--- config.mk ---
export PLATFORM = sky130hd
export DESIGN_NAME = instr_encoder
export DESIGN_NICKNAME = d
export VERILOG_FILES = /design/src/rtl/instr_encoder.sv
export SDC_FILE = /design/constraint.sdc
export NUM_CORES = 1
export LEC_CHECK = 0
export ABC_AREA = 1
export CAP_MARGIN = 20
export CORE_MARGIN = 2
export CORE_UTILIZATION = 30
export DETAILED_ROUTE_END_ITERATION = 12
export SYNTH_ARGS = -nofsm -noshare
export SYNTH_HDL_FRONTEND = slang
export SYNTH_SLANG_ARGS = --single-unit
--- constraint.sdc ---
create_clock -name clk -period 2.6 [get_ports clk]
set_clock_uncertainty 0.2 [all_clocks]
set_input_delay 0.65 -clock clk [delete_from_list [all_inputs] [get_ports clk]]
set_output_delay 0.65 -clock clk [all_outputs]
set_load 0.03 [all_outputs]
--- src/rtl/instr_encoder.sv ---
// Symbolic command -> RV32I machine word encoder that fills instruction memory sequentially.
// LI is expanded to LUI and/or ADDI; the second word is issued from the LI2 state.
module instr_encoder #(
   parameter int ADDR_W    = 8,
   parameter int BASE_ADDR = 0,
   parameter int DEPTH     = 256
) (
   input  logic              clk,
   input  logic              rst,
   input  logic              cmd_valid,
   output logic              cmd_ready,
   input  logic [3:0]        cmd_kind,
   input  logic [2:0]        cmd_funct3,
   input  logic              cmd_f7b5,
   input  logic [4:0]        cmd_rd,
   input  logic [4:0]        cmd_rs1,
   input  logic [4:0]        cmd_rs2,
   input  logic [31:0]       cmd_imm,
   output logic              mem_we,
   output logic [ADDR_W-1:0] mem_addr,
   output logic [31:0]       mem_wdata,
   output logic [ADDR_W:0]   count,
   output logic              full,
   output logic              err_illegal,
   output logic              err_overflow
);

   typedef enum logic {IDLE, LI2} state_t;

   localparam logic [6:0] OP_LOAD   = 7'b0000011;
   localparam logic [6:0] OP_STORE  = 7'b0100011;
   localparam logic [6:0] OP_R      = 7'b0110011;
   localparam logic [6:0] OP_BRANCH = 7'b1100011;
   localparam logic [6:0] OP_I      = 7'b0010011;
   localparam logic [6:0] OP_JAL    = 7'b1101111;
   localparam logic [6:0] OP_JALR   = 7'b1100111;
   localparam logic [6:0] OP_AUIPC  = 7'b0010111;
   localparam logic [6:0] OP_LUI    = 7'b0110111;

   localparam logic [ADDR_W:0]   DEPTH_C = (ADDR_W+1)'(DEPTH);
   localparam logic [ADDR_W-1:0] BASE_C  = ADDR_W'(BASE_ADDR);

   state_t              state_q, state_d;
   logic [ADDR_W-1:0]   wptr_q, wptr_d;
   logic [ADDR_W:0]     count_q, count_d;
   logic                we_q, we_d;
   logic [ADDR_W-1:0]   addr_q, addr_d;
   logic [31:0]         wdata_q, wdata_d;
   logic                err_ill_q, err_ill_d;
   logic                err_ovf_q, err_ovf_d;
   logic [31:0]         pend_q, pend_d;

   logic                full_w;
   logic                accept;
   logic                legal;
   logic                li_two;
   logic [31:0]         word;
   logic [31:0]         li_second;
   logic [19:0]         li_up;
   logic                do_emit;
   logic [31:0]         emit_word;

   assign full_w    = (count_q == DEPTH_C);
   assign cmd_ready = (state_q == IDLE) && !full_w;
   assign accept    = cmd_valid && cmd_ready;

   // (imm + 0x800)[31:12] equals imm[31:12] plus the carry out of the low 12 bits, which is imm[11]
   assign li_up = cmd_imm[31:12] + {19'd0, cmd_imm[11]};

   always_comb begin
      legal     = 1'b1;
      li_two    = 1'b0;
      word      = 32'd0;
      li_second = {cmd_imm[11:0], cmd_rd, 3'b000, cmd_rd, OP_I};
      case (cmd_kind)
         4'd0: word = {cmd_imm[11:0], cmd_rs1, cmd_funct3, cmd_rd, OP_LOAD};
         4'd1: word = {cmd_imm[11:5], cmd_rs2, cmd_rs1, cmd_funct3, cmd_imm[4:0], OP_STORE};
         4'd2: word = {1'b0, cmd_f7b5, 5'b00000, cmd_rs2, cmd_rs1, cmd_funct3, cmd_rd, OP_R};
         4'd3: word = {cmd_imm[12], cmd_imm[10:5], cmd_rs2, cmd_rs1, cmd_funct3,
                       cmd_imm[4:1], cmd_imm[11], OP_BRANCH};
         4'd4: begin
            if (cmd_funct3 == 3'b001 || cmd_funct3 == 3'b101)
               word = {1'b0, cmd_f7b5, 5'b00000, cmd_imm[4:0], cmd_rs1, cmd_funct3, cmd_rd, OP_I};
            else
               word = {cmd_imm[11:0], cmd_rs1, cmd_funct3, cmd_rd, OP_I};
         end
         4'd5: word = {cmd_imm[20], cmd_imm[10:1], cmd_imm[11], cmd_imm[19:12], cmd_rd, OP_JAL};
         4'd6: word = {cmd_imm[11:0], cmd_rs1, 3'b000, cmd_rd, OP_JALR};
         4'd7: word = {cmd_imm[31:12], cmd_rd, OP_AUIPC};
         4'd8: word = {cmd_imm[31:12], cmd_rd, OP_LUI};
         4'd9: begin
            // Fits a signed 12-bit immediate when bits 31..11 are all equal
            if (cmd_imm[31:11] == '0 || cmd_imm[31:11] == '1) begin
               word = {cmd_imm[11:0], 5'd0, 3'b000, cmd_rd, OP_I};
            end else begin
               word   = {li_up, cmd_rd, OP_LUI};
               li_two = (cmd_imm[11:0] != 12'd0);
            end
         end
         default: legal = 1'b0;
      endcase
   end

   always_comb begin
      state_d   = state_q;
      wptr_d    = wptr_q;
      count_d   = count_q;
      we_d      = 1'b0;
      addr_d    = addr_q;
      wdata_d   = wdata_q;
      err_ill_d = err_ill_q;
      err_ovf_d = err_ovf_q;
      pend_d    = pend_q;
      do_emit   = 1'b0;
      emit_word = word;

      case (state_q)
         IDLE: begin
            if (accept) begin
               if (legal) begin
                  do_emit = 1'b1;
                  if (li_two) begin
                     state_d = LI2;
                     pend_d  = li_second;
                  end
               end else begin
                  err_ill_d = 1'b1;
               end
            end
         end
         LI2: begin
            state_d = IDLE;
            if (full_w) begin
               err_ovf_d = 1'b1;
            end else begin
               do_emit   = 1'b1;
               emit_word = pend_q;
            end
         end
         default: state_d = IDLE;
      endcase

      if (do_emit) begin
         we_d    = 1'b1;
         wdata_d = emit_word;
         addr_d  = wptr_q;
         wptr_d  = wptr_q + ADDR_W'(1);
         count_d = count_q + (ADDR_W+1)'(1);
      end
   end

   always_ff @(posedge clk) begin
      if (rst) begin
         state_q   <= IDLE;
         wptr_q    <= BASE_C;
         count_q   <= '0;
         we_q      <= 1'b0;
         addr_q    <= BASE_C;
         wdata_q   <= 32'd0;
         err_ill_q <= 1'b0;
         err_ovf_q <= 1'b0;
         pend_q    <= 32'd0;
      end else begin
         state_q   <= state_d;
         wptr_q    <= wptr_d;
         count_q   <= count_d;
         we_q      <= we_d;
         addr_q    <= addr_d;
         wdata_q   <= wdata_d;
         err_ill_q <= err_ill_d;
         err_ovf_q <= err_ovf_d;
         pend_q    <= pend_d;
      end
   end

   assign mem_we       = we_q;
   assign mem_addr     = addr_q;
   assign mem_wdata    = wdata_q;
   assign count        = count_q;
   assign full         = full_w;
   assign err_illegal  = err_ill_q;
   assign err_overflow = err_ovf_q;

endmodule

==> impl_table.tex, run 1 <==
\begin{tabular}{lr}
\hline
Metric & Value \\
\hline
\multicolumn{2}{l}{\textbf{Run status}} \\
Status & completed \\
\multicolumn{2}{l}{\textbf{Synthesis}} \\
Ys async rst share & 0\% \\
Gate count of the mapped netlist & 748 \\
Average size of a mapped cell & 6.48 sq um \\
Number of unique standard cell types used by synthesis & 44 \\
Mapped cell area & 4850 sq um \\
Predominant post-synthesis flop cell & dfxtp\_1 \\
Register area share after synthesis & 32.2\% \\
Number of nets produced by synthesis & 812 \\
Number of synthesis warnings & 0 \\
Synth Register Bits & 78 \\
Number of flops mapped to enable cells by yosys & 0 \\
\multicolumn{2}{l}{\textbf{STA}} \\
Setup-violating endpoint count in the final report & 0 \\
Share of the cycle needed by the critical path after routing & 93.7\% \\
Unrepaired setup endpoints after global routing & yes \\
Final count of hold timing violations & 0 \\
Max-Slew Margin vs Limit & 73.1\% \\
Min Hold Slack & 262 ps \\
Worst Max-Slew Pin Slew & 399 ps \\
Highest clock frequency the design can meet & 410 MHz \\
Final critical delay including setup and external delays & 2440 ps \\
Number of max-slew violations in the final report & 0 \\
\multicolumn{2}{l}{\textbf{Setup path}} \\
Cell type with the highest occurrence count on the critical path & nor2\_1 \\
Kind of end point of the critical path & flop \\
Critical path startpoint category & primary input \\
End of the critical path & pend\_q[29] \\
Max Fanout on Critical Path & 17 \\
Classification of the worst setup path & in -> reg \\
Beginning of the worst register-to-register path & count[1] \\
Highest cell delay on the worst timing path & 530 ps \\
Path depth of the worst reg2reg path & 13 \\
Data required time at the worst endpoint & 2680 ps \\
Slack of the worst reg-to-reg path & 470 ps \\
Data arrival time of the critical path & 2520 ps \\
Cells along the critical path & clkdlybuf4s50\_1 > inv\_1 > ha\_1 > nand2\_1 > nor2\_1 > nand3\_2 > nand3\_4 > inv\_4 > nand4\_4 > inv\_2 > nor2\_1 > nor2\_2 \\
Slowest cell on crit path & clkdlybuf4s50\_1 \\
Critical path launch point & cmd\_imm[12] \\
Critical register-to-register path endpoint & pend\_q[29] \\
\multicolumn{2}{l}{\textbf{Global routing}} \\
Maximum number of pins on one net before global-route repair & 30 \\
Aggregate global-route resource usage & 20.3\% \\
Via count of the first global-routing pass & 5293 \\
Overflow left after global routing & 0 \\
First-pass GRT wire length & 27900 um \\
Initial antenna violation count & 0 \\
\multicolumn{2}{l}{\textbf{Drt}} \\
Detail-routed net length per standard cell & 14.5 um \\
Number of design-rule violations left by the first detailed-router iteration & 319 \\
Drc violations & 0 \\
Detailed Routing Iterations Pass 1 & 5 \\
Number of vias per cell after detailed routing & 4.68 \\
Final ANT Viol Nets & 0 \\
DRT Wirelength & 16900 um \\
Routed vias & 5468 \\
\multicolumn{2}{l}{\textbf{Die}} \\
DIE HEIGHT & 131 um \\
DIE AREA & 17200 sq um \\
Number of top-level pins & 112 \\
Site row count & 46 \\
Starting Density & 30.6\% \\
Die X-Extent & 131 um \\
Core footprint & 15800 sq um \\
\multicolumn{2}{l}{\textbf{Clocking}} \\
Clock transition time at the flip-flop clock pins of the worst setup and hold paths & 70 ps \\
Maximum level of the CTS H-tree & 3 \\
Total clock buffers created by CTS & 9 \\
CTS tree & built \\
Clock latency at the later pin of the worst-skew pair & 350 ps \\
Clock sinks & 78 \\
Clk root buf & clkbuf\_16 \\
Maximum buffer depth of the clock tree & 2 \\
\multicolumn{2}{l}{\textbf{Cells and area}} \\
Fillers & 1637 \\
Syn-to-layout area delta & 48.2\% \\
Proportion of layout cells with a drive suffix above 1 & 19.1\% \\
Final core occ & 45.4\% \\
Commonest non-fill, non-tap cell in the layout & nand2\_1 \\
Final layout net count & 1013 \\
Ant. Diodes & 0 \\
Commonest non-fill, non-tap cells in the layout & nand2\_1, clkdlybuf4s50\_1, buf\_4, nor2\_1, dfxtp\_1 \\
\multicolumn{2}{l}{\textbf{Power and ir drop}} \\
Worst vdd rail ir drop & 345 uV \\
Pwr/cell area & 460 nW/um\^{}2 \\
Post-layout power & 3.30 mW \\
Static leakage & 3.10 nW \\
\multicolumn{2}{l}{\textbf{Placed design}} \\
Routability Congestion & 0.913 \\
Count of buffers from port buffering & 111 \\
Half-perimeter wire length of the detailed placement result & 13700 um \\
\multicolumn{2}{l}{\textbf{Job}} \\
Max Cap Viol & 0 \\
\multicolumn{2}{l}{\textbf{Min path}} \\
Worst Hold Class & reg -> reg \\
\hline
\end{tabular}
-- registers in the layout, summed over array words and instances (netlist names) --
| name | flops |
|---|---|
| mem_wdata | 31 |
| pend_q | 18 |
| count | 9 |
| mem_addr | 8 |
| wptr_q | 8 |
| err_illegal | 1 |
| err_overflow | 1 |
| mem_we | 1 |
| state_q | 1 |
-- routing by layer --
layer | up-vias | part of all wire (%) | track usage, %
met3 | 24 | 4.8 | 3.36
met5 | - | 0 | 0
met2 | 160 | 46 | 33.2
met1 | 2465 | 47 | 27.3
li1 | 2819 | - | -
met4 | 0 | 2.0 | 6.28
-- how the worst min path moves through the flow --
stage / from / to / slack [ps] / cells after the start
final: err_illegal / err_illegal / 260 / 2
after floorplan: pend_q[4] / pend_q[4] / 250 / 2
after global routing: pend_q[4] / pend_q[4] / 280 / 2
after CTS: err_illegal / err_illegal / 270 / 2
after global placement: err_illegal / err_illegal / 250 / 2
after detailed placement: err_illegal / err_illegal / 250 / 2
-- through the flow --
| stage | setup TNS (ps) | area (sq um) | setup slack (ps) | std cells |
|---|---|---|---|---|
| final | 0 | 7190 | 163 | 1169 |
| after global routing | -6.12 | 7190 | -5.98 | 1169 |
| after CTS | 0 | 7180 | 38.7 | 1169 |
| after detailed placement | -11580 | 6880 | -376 | 1154 |
| after global placement | -8040 | 6880 | -316 | 1154 |
| after floorplan | 0 | 4850 | 33.2 | 748 |
-- Yosys cell counts, types with 2 or more instances --
cell | instances | area (sq um)
a22oi_1 | 11 | 82.6
a221oi_1 | 2 | 17.5
inv_1 | 63 | 236
nor2_2 | 16 | 100
ha_1 | 6 | 75.1
o211ai_1 | 8 | 60.1
a31oi_1 | 5 | 31.3
nor3_1 | 11 | 55.1
nor2_4 | 3 | 33.8
nand3b_1 | 2 | 15.0
a211oi_1 | 2 | 15.0
xnor2_1 | 6 | 52.6
nand2_1 | 230 | 863
buf_4 | 3 | 22.5
xor2_1 | 12 | 105
nor4_1 | 4 | 25.0
nor2_1 | 81 | 304
clkbuf_1 | 7 | 26.3
a21oi_1 | 47 | 235
nand2_2 | 7 | 43.8
o21ai_0 | 46 | 230
o21ai_2 | 8 | 70.1
nand3_2 | 2 | 20.0
buf_6 | 6 | 67.6
clkinv_1 | 2 | 7.51
o2bb2ai_1 | 2 | 17.5
nand3_4 | 2 | 35.0
buf_2 | 10 | 50.1
nand3_1 | 38 | 190
dfxtp_1 | 78 | 1560
inv_2 | 11 | 41.3
nand4_1 | 5 | 31.3
-- logic make-up (layout without fill, tap and decap cells) --
kind of cell             count (synthesis)  after routing  share of synthesized area [%]
buffers and inverters                  106            311                           10.1
AND/OR/NAND/NOR                        406            406                           36.8
flip-flops                              78             78                           32.2
AO/OA/AOI/OAI                          134            134                           16.1
XOR/XNOR                                18             18                           3.25
adder cells (fa/ha/maj)                  6              6                           1.55
-- area by class of cell --
type	count	area, sq um	share of cell area (%)
Multi-Input combinational cell	564	2810	39.1
Clock buffer	12	256	3.57
Tap cell	216	270	3.76
Clock inverter	3	43.8	0.609
Sequential cell	78	1560	21.7
Inverter	77	292	4.06
Timing Repair Buffer	219	1950	27.2
-- where the power goes --
group          internal (mW)  switching (mW)
Sequential              1.24          0.0268
Combinational          0.336           0.407
Clock                  0.791           0.502
Total                   2.37           0.936
-- worst max-delay path, delay by kind of cell --
family | cells | cell delay [ps]
adder cells (fa/ha/maj) | 1 | 190
AND/OR/NAND/NOR | 7 | 680
buffers and inverters | 4 | 1000
-- timing repair --
item,CTS,global route
hold buffers,0,0
pin swaps,0,0
setup buffers,0,0
gates resized for setup,2,6
gates cloned,0,0
endpoints found under the setup margin,2,32
Power figures use the tool's default switching activity.
==> inputs of run 2 (changes only) <==
--- a/config.mk
+++ b/config.mk
@@ -9,6 +9,7 @@
 export CAP_MARGIN = 20
 export CORE_MARGIN = 2
 export CORE_UTILIZATION = 30
+export CTS_CLUSTER_DIAMETER = 50
 export DETAILED_ROUTE_END_ITERATION = 12
 export SYNTH_ARGS = -nofsm -noshare
 export SYNTH_HDL_FRONTEND = slang
==> results of run 2 <==
Same layout as run 1: the final DEF is identical, and so are final timing and power.
